`config.mk`:
```
export PLATFORM = sky130hd
export DESIGN_NAME = seg7_digit_reader
export DESIGN_NICKNAME = d
export VERILOG_FILES = /design/src/rtl/seg7_pkg.sv /design/src/rtl/seg7_to_bcd.sv /design/src/rtl/seg7_digit_reader.sv
export SDC_FILE = /design/constraint.sdc
export NUM_CORES = 1
export LEC_CHECK = 0
export ABC_AREA = 1
export BUFFER_PORTS_ARGS = -buffer_cell sky130_fd_sc_hd__buf_4
export CORE_MARGIN = 4
export CORE_UTILIZATION = 58
export CTS_CLUSTER_DIAMETER = 50
export DETAILED_ROUTE_END_ITERATION = 16
export MAX_ROUTING_LAYER = met4
export PLACE_DENSITY = 0.84
export SETUP_SLACK_MARGIN = 0.05
export SYNTH_ARGS = -nofsm -noshare
export SYNTH_HDL_FRONTEND = slang
export SYNTH_SLANG_ARGS = --single-unit
```
`constraint.sdc`:
```
create_clock -name clk -period 3.13 [get_ports clk]
set_clock_uncertainty 0.2 [all_clocks]
set_input_delay 0.7825 -clock clk [delete_from_list [all_inputs] [get_ports clk]]
set_output_delay 0.7825 -clock clk [all_outputs]
set_load 0.02 [all_outputs]
```
`src/rtl/seg7_pkg.sv`:
```
// Shared seven-segment constants (active-low, bit0=a .. bit6=g) and reader state type.
// The display drivers use the same constants, so encode and decode cannot drift apart.
package seg7_pkg;

  localparam logic [6:0] SEG_0 = 7'b1000000;
  localparam logic [6:0] SEG_1 = 7'b1111001;
  localparam logic [6:0] SEG_2 = 7'b0100100;
  localparam logic [6:0] SEG_3 = 7'b0110000;
  localparam logic [6:0] SEG_4 = 7'b0011001;
  localparam logic [6:0] SEG_5 = 7'b0010010;
  localparam logic [6:0] SEG_6 = 7'b0000010;
  localparam logic [6:0] SEG_7 = 7'b1111000;
  localparam logic [6:0] SEG_8 = 7'b0000000;
  localparam logic [6:0] SEG_9 = 7'b0010000;

  localparam logic [3:0] DIGIT_INVALID = 4'hF;

  typedef enum logic {
    COLLECT = 1'b0,
    HOLD    = 1'b1
  } state_e;

endpackage

```
`src/rtl/seg7_to_bcd.sv`:
```
// Combinational decode of one active-low segment pattern to a BCD digit.
// Only exact matches are valid; anything else yields DIGIT_INVALID with valid_o low.
module seg7_to_bcd
  import seg7_pkg::*;
(
  input  logic [6:0] seg_i,
  output logic       valid_o,
  output logic [3:0] digit_o
);

  always_comb begin
    valid_o = 1'b1;
    digit_o = DIGIT_INVALID;
    case (seg_i)
      SEG_0:   digit_o = 4'd0;
      SEG_1:   digit_o = 4'd1;
      SEG_2:   digit_o = 4'd2;
      SEG_3:   digit_o = 4'd3;
      SEG_4:   digit_o = 4'd4;
      SEG_5:   digit_o = 4'd5;
      SEG_6:   digit_o = 4'd6;
      SEG_7:   digit_o = 4'd7;
      SEG_8:   digit_o = 4'd8;
      SEG_9:   digit_o = 4'd9;
      default: valid_o = 1'b0;
    endcase
  end

endmodule

```
`src/rtl/seg7_digit_reader.sv`:
```
// Collects NUM_DIGITS decoded segment patterns into a BCD frame and presents it on valid/ready.
// Handshakes: a beat moves on a rising edge only when valid and ready are both high in that cycle.
module seg7_digit_reader
  import seg7_pkg::*;
#(
  parameter int NUM_DIGITS = 4,
  parameter int ERR_CNT_W  = 8
) (
  input  logic                    clk,
  input  logic                    resetn,
  input  logic [6:0]              seg_in,
  input  logic                    seg_valid,
  output logic                    seg_ready,
  input  logic                    clear,
  output logic [4*NUM_DIGITS-1:0] bcd_out,
  output logic                    frame_err,
  output logic                    out_valid,
  input  logic                    out_ready,
  output logic [ERR_CNT_W-1:0]    err_cnt,
  output logic                    dbg_state
);

  localparam int CNT_W = $clog2(NUM_DIGITS + 1);
  localparam int ACC_W = 4 * NUM_DIGITS;

  state_e               state_q, state_d;
  logic [CNT_W-1:0]     cnt_q, cnt_d;
  logic [ACC_W-1:0]     acc_q, acc_d, acc_shift;
  logic                 err_flag_q, err_flag_d;
  logic [ACC_W-1:0]     bcd_q, bcd_d;
  logic                 frame_err_q, frame_err_d;
  logic [ERR_CNT_W-1:0] err_cnt_q, err_cnt_d;
  logic                 dec_valid;
  logic [3:0]           dec_digit;
  logic                 xfer, last_digit;

  seg7_to_bcd u_dec (
    .seg_i   (seg_in),
    .valid_o (dec_valid),
    .digit_o (dec_digit)
  );

  assign xfer       = seg_valid && seg_ready;
  assign last_digit = (cnt_q == CNT_W'(NUM_DIGITS - 1));
  assign acc_shift  = (acc_q << 4) | ACC_W'(dec_digit);

  always_ff @(posedge clk) begin
    if (!resetn) state_q <= COLLECT;
    else         state_q <= state_d;
  end

  always_comb begin
    state_d = state_q;
    case (state_q)
      COLLECT: if (xfer && last_digit) state_d = HOLD;
      HOLD:    if (out_ready)          state_d = COLLECT;
      default: state_d = COLLECT;
    endcase
  end

  always_comb begin
    seg_ready = (state_q == COLLECT) && !clear;
    out_valid = (state_q == HOLD);
    dbg_state = state_q;
  end

  // Partial-frame state clears on clear in COLLECT and on release of a presented frame.
  always_comb begin
    cnt_d       = cnt_q;
    acc_d       = acc_q;
    err_flag_d  = err_flag_q;
    bcd_d       = bcd_q;
    frame_err_d = frame_err_q;
    err_cnt_d   = err_cnt_q;
    if (state_q == COLLECT) begin
      if (clear) begin
        cnt_d      = '0;
        acc_d      = '0;
        err_flag_d = 1'b0;
      end else if (xfer) begin
        cnt_d      = cnt_q + CNT_W'(1);
        acc_d      = acc_shift;
        err_flag_d = err_flag_q | !dec_valid;
        if (last_digit) begin
          bcd_d       = acc_shift;
          frame_err_d = err_flag_q | !dec_valid;
        end
      end
    end else if (out_ready) begin
      cnt_d      = '0;
      acc_d      = '0;
      err_flag_d = 1'b0;
    end
    if (xfer && !dec_valid && (err_cnt_q != {ERR_CNT_W{1'b1}}))
      err_cnt_d = err_cnt_q + ERR_CNT_W'(1);
  end

  always_ff @(posedge clk) begin
    if (!resetn) begin
      cnt_q       <= '0;
      acc_q       <= '0;
      err_flag_q  <= 1'b0;
      bcd_q       <= '0;
      frame_err_q <= 1'b0;
      err_cnt_q   <= '0;
    end else begin
      cnt_q       <= cnt_d;
      acc_q       <= acc_d;
      err_flag_q  <= err_flag_d;
      bcd_q       <= bcd_d;
      frame_err_q <= frame_err_d;
      err_cnt_q   <= err_cnt_d;
    end
  end

  assign bcd_out   = bcd_q;
  assign frame_err = frame_err_q;
  assign err_cnt   = err_cnt_q;

endmodule

```
==> impl_results.md, run 1 <==
- Worst-path clk slew: 0.11 ns
- CP max FO: 3
- Yosys top cell by area: dfxtp_1
- Final nets: 322
- Die Y: 66.1 um
- Final hold slack: 0.271 ns
- Initial DRC Count: 146
- Area of the multi-input gates: 972 um^2
- Worst setup startpoint: clear
- Avg Inst Size Synth: 7.29 um^2
- Synthesis warning total: 0
- Post-route DRC violation count: 0
- Count of different cell masters after synthesis: 30
- CTS Hold Bufs: 0
- Pwr/cell area: 386 nW/um^2
- Worst EP required: 2.15 ns
- Fraction of layout cells with a size suffix above 1: 22.7%
- Largest net degree at the start of global routing: 35
- Antenna Cells: 0
- Post-CTS Resized: 0
- Initial antenna violation count: 0
- Most common cell after layout, fill and taps aside: nand2_1
- Final antenna-violating net count: 0
- CTS Root Buffer Type: clkbuf_4
- IO buf count: 39
- Synth Instances: 269
- Congestion Overflow GR: 0
- Cts bufs inserted: 5
- CP startpoint kind: input pin
- Yosys reg bits: 42
- Critical path endpoint category: output pin
- Slew headroom: 66.4%
- Area share of the largest cell type after synthesis: 42.9%
- WP data arrival: 1.16 ns
- Sink Count: 42
- Average wire per standard cell: 11.2 um
- DIE AREA: 4370 um^2
- WS Path Type: input pin to output pin
- # fillers: 290
- Final Setup Violations: 0
- Hpwl dp: 2940 um
- Vias per cell: 5.00
- Hold Path Class: flip-flop to flip-flop
- Min-Delay Startpoint: acc_q[8]$_SDFFE_PN0P_
- Pleak: 1.02 nW
- Drt pass-1 iters: 4
- Vias in the first global route: 1578
- CTS tree: built
- Synth area leaders: dfxtp_1 (43%), nand2_1 (16%), a21oi_1 (9.2%), nor2_1 (3.6%), inv_1 (3.1%)
- Initial core utilization: 62.2%
- Async SR Flop Fraction: 0%
- Postcts setup bufs: 0
- GP Congestion: 0.862
- Number of hold violations in the final report: 0
- Wirelength, routed: 3950 um
- First-pass GRT wire length: 6800 um
- Clk_lat worst skew: 0.35 ns
- Max-slew violation count: 0
- Most frequent cells in the layout: nand2_1 (86), dfxtp_1 (42), buf_4 (40)
- Setup TNS: 0 ns
- Cell Area, Synth: 1960 um^2
- Htree depth: 2
- Min Tclk post-route: 2.14 ns
- Routed vias: 1761
- Row count: 20
- Sequential Area: 841 um^2
- Worst-margin pin slew: 0.504 ns
- Synth-to-Final Area Change: 18.1%
- All-layer global routing usage: 20.8%
- Synth Net Count: 284
- Max-cap viol count: 0
- Sequential cell area fraction in the yosys report: 42.9%
- Fmax: 0.467 GHz
- Die width: 66.1 um
- I/O pin cnt: 40
- Fin crit share: 68.4%
- Post-synth EDFFs: 0
- VDD IR max: 0.000247 V
- Core region area: 3150 um^2
- Clock Tree Buf Depth: 2
- Top FF cell, synth: dfxtp_1
- RSZ-0062 raised after global routing: no
- Status: finished, final reports clean
- FF-to-FF Start: dbg_state$_SDFF_PN0_
==> routing by layer <==
metal  wire length, um  vias up  track usage [%]
met5                 0        -                -
met4                51        0             6.35
met2              1820       45             33.0
met1              1820      776             24.9
met3               256        5             7.31
li1                  -      935                -
==> worst max-delay path, cell delays in order <==
cell	delay [ns]
buf_4	0.11
nor2_2	0.11
buf_4	0.16
==> logic make-up (layout without fill, tap and decap cells) <==
group | after synthesis | count (layout) | synth area share, %
flops | 42 | 42 | 42.9
compound gates | 50 | 50 | 13.7
simple gates | 137 | 137 | 31.8
buf+inv | 32 | 71 | 7.53
fa+ha+maj | 3 | 3 | 1.91
xor+xnor | 5 | 5 | 2.23
==> per-stage QoR <==
step | power, mW | cells | area, um^2 | worst slack, ns | util, %
after global routing | 0.939 | 352 | 2310 | 0.951 | 73.4
after detailed placement | 0.635 | 344 | 2250 | 0.721 | 71.5
after CTS | 0.903 | 352 | 2310 | 0.987 | 73.4
final | 0.894 | 352 | 2310 | 0.988 | 73.4
after floorplan | 0.607 | 269 | 1960 | 1.04 | -
after global placement | 0.633 | 344 | 2250 | 0.779 | 71.5
==> flip-flops by register name (all words and copies together) (netlist names) <==
| register | flops |
|---|---|
| err_flag_q | 1 |
| bcd_out | 16 |
| err_cnt | 8 |
| dbg_state | 1 |
| frame_err | 1 |
| acc_q | 12 |
| cnt_q | 3 |
==> power breakdown <==
part           switching, mW  total, mW  leakage, nW  internal, mW
combinational         0.0480     0.0757        0.648        0.0276
clock                  0.163      0.272       0.0353         0.109
sequential           0.00531      0.547        0.340         0.541
==> synthesized netlist by cell type, types with 2 or more instances <==
library cell	instances
nand2_1	86
dfxtp_1	42
a21oi_1	36
nor2_1	19
inv_1	16
nand4_1	8
o21ai_0	8
inv_2	6
nand2_2	6
nand3_1	5
xor2_1	5
clkbuf_1	4
buf_6	3
ha_1	3
o21bai_1	3
a21oi_2	2
nand2_4	2
nor2_2	2
nor2_4	2
==> cell type report <==
| cell class | count | share of cell area, % |
|---|---|---|
| inverter | 23 | 3.73 |
| multi-input combinational | 195 | 42.0 |
| tap | 44 | 2.38 |
| sequential | 42 | 36.3 |
| timing repair buffer | 40 | 13.0 |
| clock buffer | 7 | 2.38 |
| clock inverter | 1 | 0.216 |
==> worst paths after layout <==
| check | end | slack (ns) | depth (start not counted) |
|---|---|---|---|
| worst max register to register | bcd_out[2]$_SDFFE_PN0P_ | 1.24 | 8 |
| worst min-delay path | acc_q[8]$_SDFFE_PN0P_ | 0.27 | 2 |
| worst max-delay path | seg_ready | 0.99 | 3 |
| worst min register to register | acc_q[8]$_SDFFE_PN0P_ | 0.27 | 2 |
Note: power is estimated with default switching activity, not from simulation.
==> run 2, diff against run 1 <==
--- a/config.mk
+++ b/config.mk
@@ -5,14 +5,14 @@
 export SDC_FILE = /design/constraint.sdc
 export NUM_CORES = 1
 export LEC_CHECK = 0
-export ABC_AREA = 1
+export ABC_AREA = 0
 export BUFFER_PORTS_ARGS = -buffer_cell sky130_fd_sc_hd__buf_4
 export CORE_MARGIN = 4
-export CORE_UTILIZATION = 58
+export CORE_UTILIZATION = 53
 export CTS_CLUSTER_DIAMETER = 50
 export DETAILED_ROUTE_END_ITERATION = 16
 export MAX_ROUTING_LAYER = met4
-export PLACE_DENSITY = 0.84
+export PLACE_DENSITY = 0.78
 export SETUP_SLACK_MARGIN = 0.05
 export SYNTH_ARGS = -nofsm -noshare
 export SYNTH_HDL_FRONTEND = slang
==> constraint.sdc (replaced) <==
create_clock -name clk -period 2.1 [get_ports clk]
set_clock_uncertainty 0.2 [all_clocks]
set_input_delay 0.525 -clock clk [delete_from_list [all_inputs] [get_ports clk]]
set_output_delay 0.525 -clock clk [all_outputs]
set_load 0.02 [all_outputs]
==> run 2 against run 1 <==
Synthesized cell count is 15% lower. Via count is 4.1% higher. Total power is 55% higher. Critical path type is now input pin to flip-flop. Largest cell class unchanged. Register-to-register slack worse by 1.1 ns. Die area is 4.4% higher. Combinational power is 97% higher. Final cell count is 5.1% lower. Wire length is 6.4% higher. Sequential share of layout area is 2.5 points lower. Worst setup slack worse by 0.94 ns. Non-clock buffer count is 28 higher.
==> impl_results.md, run 2 <==
- Status: finished, final reports clean (unchanged)
- Max-cap viol count: 0 (unchanged)
- Post-route DRC violation count: 0 (unchanged)
- Count leader, synth: dfxtp_1 (was nand2_1)
- Top FF cell, synth: dfxtp_1 (unchanged)
- Top cells by count, synth: dfxtp_1 (42), nand2_1 (40), a21oi_1 (25), nor2_1 (20), clkbuf_1 (14) (was nand2_1 (86), dfxtp_1 (42), a21oi_1 (36), nor2_1 (19), inv_1 (16))
- Avg Inst Size Synth: 8.25 um^2 (was 7.29 um^2)
- Sink Count: 42 (unchanged)
- Cts bufs inserted: 5 (unchanged)
- Initial core utilization: 55.5% (was 62.2%)
- Average wire per standard cell: 12.6 um (was 11.2 um)
- First-pass GRT wire length: 7030 um (was 6800 um)
- GP Congestion: 0.886 (was 0.862)
- Worst-margin pin slew: 0.465 ns (was 0.504 ns)
- Sequential cell area fraction in the yosys report: 44.7% (was 42.9%)
- DIE AREA: 4570 um^2 (was 4370 um^2)
- Yosys reg bits: 42 (unchanged)
- Pwr/cell area: 558 nW/um^2 (was 386 nW/um^2)
- Row count: 21 (was 20)
- Initial antenna violation count: 0 (unchanged)
- Hpwl dp: 3010 um (was 2940 um)
- CTS tree: built (unchanged)
- Count of different cell masters after synthesis: 44 (was 30)
- Yosys top cell by area: dfxtp_1 (unchanged)
- Largest net degree at the start of global routing: 25 (was 35)
- Core region area: 3390 um^2 (was 3150 um^2)
- CTS Hold Bufs: 0 (unchanged)
- Wirelength, routed: 4200 um (was 3950 um)
- CP max FO: 8 (was 3)
- Synth-to-Final Area Change: 32.2% (was 18.1%)
- Worst R2R Setup Slack: 0.12 ns (was 1.24 ns)
- Min Tclk post-route: 2.06 ns
- All-layer global routing usage: 20.8% (about the same)
- Util after Layout: 73.4% (about the same)
- Worst setup margin: 0.0448 ns (was 0.988 ns)
- RSZ-0062 raised after global routing: yes (was no)
- Tot Pwr: 1.39 mW (was 0.894 mW)
- Synth Net Count: 243 (was 284)
- Pleak: 1.03 nW (was 1.02 nW)
- CP startpoint kind: input pin (unchanged)
- Final antenna-violating net count: 0 (unchanged)
- Clk_lat worst skew: 0.37 ns (was 0.35 ns)
- Antenna Cells: 0 (unchanged)
- Critical path endpoint category: flip-flop (was output pin)
- Congestion Overflow GR: 0 (unchanged)
- Final Setup Violations: 0 (unchanged)
- Fraction of layout cells with a size suffix above 1: 29.5% (was 22.7%)
- Htree depth: 2 (unchanged)
- Final nets: 302 (was 322)
- Synth Instances: 228 (was 269)
- Die Y: 67.6 um (was 66.1 um)
- VDD IR max: 0.000255 V (was 0.000247 V)
- Fin crit share: 97.9%
- Cell Area, Synth: 1880 um^2 (was 1960 um^2)
- Routed vias: 1833 (was 1761)
- WS Path Type: input pin to flip-flop (was input pin to output pin)
- Most common cell after layout, fill and taps aside: buf_4 (was nand2_1)
- Number of flip-flops in the largest register: 16 (unchanged)
- Die width: 67.6 um (was 66.1 um)
- Vias in the first global route: 1601 (was 1578)
- Async SR Flop Fraction: 0% (unchanged)
- Clock Tree Buf Depth: 2 (unchanged)
- IO buf count: 39 (unchanged)
- Worst-path clk slew: 0.13 ns (was 0.11 ns)
- Worst EP required: 2.20 ns (was 2.15 ns)
- Drt pass-1 iters: 4 (unchanged)
- Slew headroom: 68.9% (was 66.4%)
- CTS Root Buffer Type: clkbuf_4 (unchanged)
- Max-slew violation count: 0 (unchanged)
- Setup WS pre-CTS: -0.375 ns (was 0.721 ns)
- Setup TNS: 0 ns (unchanged)
- Synth area leaders: dfxtp_1 (45%), nand2_1 (8.0%), a21oi_1 (6.6%), nor2_1 (4.0%), a22oi_1 (3.6%) (was dfxtp_1 (43%), nand2_1 (16%), a21oi_1 (9.2%), nor2_1 (3.6%), inv_1 (3.1%))
- Initial DRC Count: 88 (was 146)
- I/O pin cnt: 40 (unchanged)
- Fmax: 0.487 GHz
- Hold Path Class: input pin to flip-flop (was flip-flop to flip-flop)
- Number of hold violations in the final report: 0 (unchanged)
- Vias per cell: 5.49 (was 5.00)
- Most frequent cells in the layout: buf_4 (65), dfxtp_1 (42), nand2_1 (40) (was nand2_1 (86), dfxtp_1 (42), buf_4 (40))
- Area share of the largest cell type after synthesis: 44.7% (was 42.9%)
- Post-synth EDFFs: 0 (unchanged)
- Synthesis warning total: 0 (unchanged)
- WP data arrival: 2.16 ns (was 1.16 ns)
## run 2: critical path, stage by stage
cell and delay (ns):
buf_8 0.10, and3b_1 0.19, o211a_1 0.23, or4_4 0.55
or4_1 0.42, a21oi_1 0.14
## run 2: repair_timing
| action | CTS | global route |
|---|---|---|
| endpoints found under the setup margin | 2 | 6 |
| resized for setup | 1 | 3 |
| buffers inserted | 0 | 2 |
## run 2: area by class of cell
| type | instances | area, um^2 |
|---|---|---|
| Multi-Input combinational cell | 168 | 987 |
| Sequential cell | 42 | 841 |
| Clock inverter | 3 | 23.8 |
| Fill cell | 262 | 901 |
| Inverter | 2 | 7.51 |
| Clock buffer | 5 | 37.5 |
| Tap cell | 46 | 57.6 |
| Timing Repair Buffer | 68 | 534 |
## run 2: routing by layer
| layer | GRT usage, % | share of wire [%] | vias up |
|---|---|---|---|
| li1 | - | - | 933 |
| met1 | 25.5 | 45 | 848 |
| met2 | 32.7 | 47 | 47 |
| met3 | 5.66 | 5.7 | 5 |
| met4 | 7.59 | 1.6 | 0 |
| met5 | - | 0 | - |
## run 2: power by group
part / switching, mW / internal (mW)
Clock: 0.290 / 0.134
Sequential: 0.00803 / 0.807
Combinational: 0.0774 / 0.0712
## run 2: logic make-up after synthesis
logic type,count (synthesis),share of synthesized area (%)
AOI/OAI and AO/OA,56,18.6
xor gates and xnor gates,1,0.466
adders and majority gates,3,1.99
buffers and inverters,18,3.86
DFF,42,44.7
muxes,4,2.13
and+or+nand+nor,104,28.3
## run 2: worst paths after layout
path                                             from  depth (start not counted)                  endpoint
worst max-delay path                        seg_in[3]                          6   err_cnt[5]$_SDFFE_PN0P_
worst min-delay path                        out_ready                          4      dbg_state$_SDFF_PN0_
worst max register to register   dbg_state$_SDFF_PN0_                          5   err_cnt[5]$_SDFFE_PN0P_
worst min register to register  acc_q[8]$_SDFFE_PN0P_                          2  bcd_out[12]$_SDFFE_PN0P_
## run 2: stage by stage
step / cells / area, um^2 / hold slack (ns)
after global routing: 334 / 2490 / 0.268
after CTS: 332 / 2460 / 0.243
final: 334 / 2490 / 0.253
after global placement: 324 / 2400 / 0.244
after detailed placement: 324 / 2400 / 0.244
after floorplan: 228 / 1910 / 0.232
==> run 3, diff against run 2 <==
--- a/config.mk
+++ b/config.mk
@@ -6,13 +6,13 @@
 export NUM_CORES = 1
 export LEC_CHECK = 0
 export ABC_AREA = 0
-export BUFFER_PORTS_ARGS = -buffer_cell sky130_fd_sc_hd__buf_4
 export CORE_MARGIN = 4
-export CORE_UTILIZATION = 53
+export CORE_UTILIZATION = 61
 export CTS_CLUSTER_DIAMETER = 50
 export DETAILED_ROUTE_END_ITERATION = 16
+export DONT_BUFFER_PORTS = 1
 export MAX_ROUTING_LAYER = met4
-export PLACE_DENSITY = 0.78
+export PLACE_DENSITY = 0.77
 export SETUP_SLACK_MARGIN = 0.05
 export SYNTH_ARGS = -nofsm -noshare
 export SYNTH_HDL_FRONTEND = slang
==> run 3 against run 2 <==
Maximum frequency rose by 2.5%. Highest routed layer unchanged. Critical path type is now flip-flop to flip-flop. Flip-flop and latch count did not move. Largest power group unchanged. Wire length rose by 3.0%. Largest cell class unchanged. Critical endpoint is now err_cnt[3]$_SDFFE_PN0P_. Utilization rose by 1.1 points.
==> impl_results.md, run 3 (synthesis results as in run 2) <==
- Antenna Cells: 0 (unchanged)
- Max-cap viol count: 0 (unchanged)
- Initial DRC Count: 128 (was 88)
- Vias in the first global route: 1688 (was 1601)
- Critical path endpoint category: flip-flop (unchanged)
- Fmax: 0.499 GHz (was 0.487 GHz)
- Vias per cell: 6.32 (was 5.49)
- Synth-to-Final Area Change: 12.9% (was 32.2%)
- Final nets: 254 (was 302)
- Routed vias: 1713 (was 1833)
- All-layer global routing usage: 23.0% (was 20.8%)
- Die width: 63.5 um (was 67.6 um)
- Final Setup Violations: 0 (unchanged)
- Hold Path Class: input pin to flip-flop (unchanged)
- Average wire per standard cell: 16.0 um (was 12.6 um)
- Wirelength, routed: 4330 um (was 4200 um)
- Status: finished, final reports clean (unchanged)
- Max-slew violation count: 0 (unchanged)
- Worst path cell trace: nor2_2, nand2_1, or4_4, or4_4, a21oi_2 (was buf_8, and3b_1, o211a_1, or4_4, or4_1, a21oi_1)
- Row count: 19 (was 21)
- CP max FO: 8 (unchanged)
- Clock Tree Buf Depth: 2 (unchanged)
- Worst EP required: 2.18 ns (was 2.20 ns)
- Cts bufs inserted: 5 (unchanged)
- Most frequent cells in the layout: dfxtp_1 (41), nand2_1 (40), a21oi_1 (24) (was buf_4 (65), dfxtp_1 (42), nand2_1 (40))
- Sink Count: 42 (unchanged)
- WS Path Type: flip-flop to flip-flop (was input pin to flip-flop)
- RSZ-0062 raised after global routing: yes (unchanged)
- CTS tree: built (unchanged)
- Congestion Overflow GR: 0 (unchanged)
- CTS Root Buffer Type: clkbuf_4 (unchanged)
- Initial core utilization: 66.0% (was 55.5%)
- Core region area: 2850 um^2 (was 3390 um^2)
- Setup TNS: 0 ns (unchanged)
- Post-route DRC violation count: 0 (unchanged)
- Number of hold violations in the final report: 0 (unchanged)
- Fin crit share: 95.5% (was 97.9%)
- # fillers: 232 (was 262)
- WP data arrival: 2.09 ns (was 2.16 ns)
- Largest net degree at the start of global routing: 23 (was 25)
- Worst-path clk slew: 0.13 ns (about the same)
- First-pass GRT wire length: 7290 um (was 7030 um)
- Drt pass-1 iters: 4 (unchanged)
- DIE AREA: 4040 um^2 (was 4570 um^2)
- Clk_lat worst skew: 0.35 ns (was 0.37 ns)
- I/O pin cnt: 40 (unchanged)
- Worst setup margin: 0.0949 ns (was 0.0448 ns)
- Hpwl dp: 3140 um (was 3010 um)
- Worst-margin pin slew: 0.518 ns (was 0.465 ns)
- Htree depth: 2 (unchanged)
- Die Y: 63.5 um (was 67.6 um)
- Most common cell after layout, fill and taps aside: dfxtp_1 (was buf_4)
- GP Congestion: 0.899 (was 0.886)
- CP startpoint kind: flip-flop (was input pin)
- Crit-path max cell delay: 0.60 ns (was 0.55 ns)
- CTS Hold Bufs: 0 (unchanged)
- Number of flip-flops in the largest register: 16 (unchanged)
- Initial antenna violation count: 0 (unchanged)
- Pleak: 0.796 nW (was 1.03 nW)
- Critical-path top delay cell: or4_4 (unchanged)
- Final antenna-violating net count: 0 (unchanged)
- Min Tclk post-route: 2.01 ns (was 2.06 ns)
- IO buf count: 0 (was 39)
- VDD IR max: 0.000485 V (was 0.000255 V)
- Pwr/cell area: 671 nW/um^2 (was 558 nW/um^2)
- Crit path top cell by count: or4_4
- Setup WS pre-CTS: -0.258 ns (was -0.375 ns)
- Fraction of layout cells with a size suffix above 1: 17.1% (was 29.5%)
- Slew headroom: 65.4% (was 68.9%)
[run 3: cell types whose count changed in the layout (fill, tap and decap cells not counted), sizes merged]
cell      previous run  this run
clkinvlp             2         1
buf                 68        20
inv                  3         2
clkbuf               5         6
bufinv               0         1
[run 3: area by class of cell]
class,instances,area (um^2),area share (%)
clock buffer,6,41.3,1.94
clock inverter,2,37.5,1.77
inverter,2,7.51,0.353
multi-input combinational,168,1010,47.4
sequential,42,842,39.6
tap,31,38.8,1.83
timing repair buffer,20,150,7.07
[run 3: worst paths after layout]
kind	slack (ns)	from	end	cells past startpoint
setup / recovery	0.09	dbg_state$_SDFF_PN0_	err_cnt[3]$_SDFFE_PN0P_	5
hold / removal	0.10	resetn	bcd_out[2]$_SDFFE_PN0P_	2
setup reg to reg	0.09	dbg_state$_SDFF_PN0_	err_cnt[3]$_SDFFE_PN0P_	5
hold reg to reg	0.27	acc_q[8]$_SDFFE_PN0P_	bcd_out[12]$_SDFFE_PN0P_	2
[run 3: power breakdown]
| group | internal [mW] | switching (mW) | total [mW] |
|---|---|---|---|
| logic | 0.0424 | 0.0593 | 0.102 |
| clock network | 0.251 | 0.258 | 0.509 |
| registers | 0.807 | 0.00765 | 0.814 |
[run 3: worst max-delay path: cells and delay by family (launching register included)]
| family | cells | cell delay, ns |
|---|---|---|
| DFF | 1 | 0.35 |
| and+or+nand+nor | 4 | 1.25 |
| AOI/OAI and AO/OA | 1 | 0.12 |
[run 3: layer usage]
layer  up-vias  global-route usage, %  part of all wire, %
met2        66                   37.7                   48
met3        11                   6.39                  6.7
li1        833                      -                    -
met4         0                   10.5                  2.4
met1       803                   26.0                   43
met5         -                      -                    0
[run 3: repair_timing]
item | CTS | global route
buffers inserted | 0 | 0
gates resized for setup | 0 | 6
setup endpoints to repair | 0 | 5
[run 3: through the flow]
step	hold WS [ns]	power [mW]	util, %	instance area [um^2]	std cells
2_1_floorplan	0.232	0.908	-	1910	228
3_3_place_gp	0.248	0.926	70.8	2020	263
3_5_place_dp	0.252	0.931	70.8	2020	263
4_1_cts	0.0966	1.43	73.6	2100	271
5_1_grt	0.0963	1.49	74.5	2120	271
6_report	0.103	1.42	74.5	2120	271
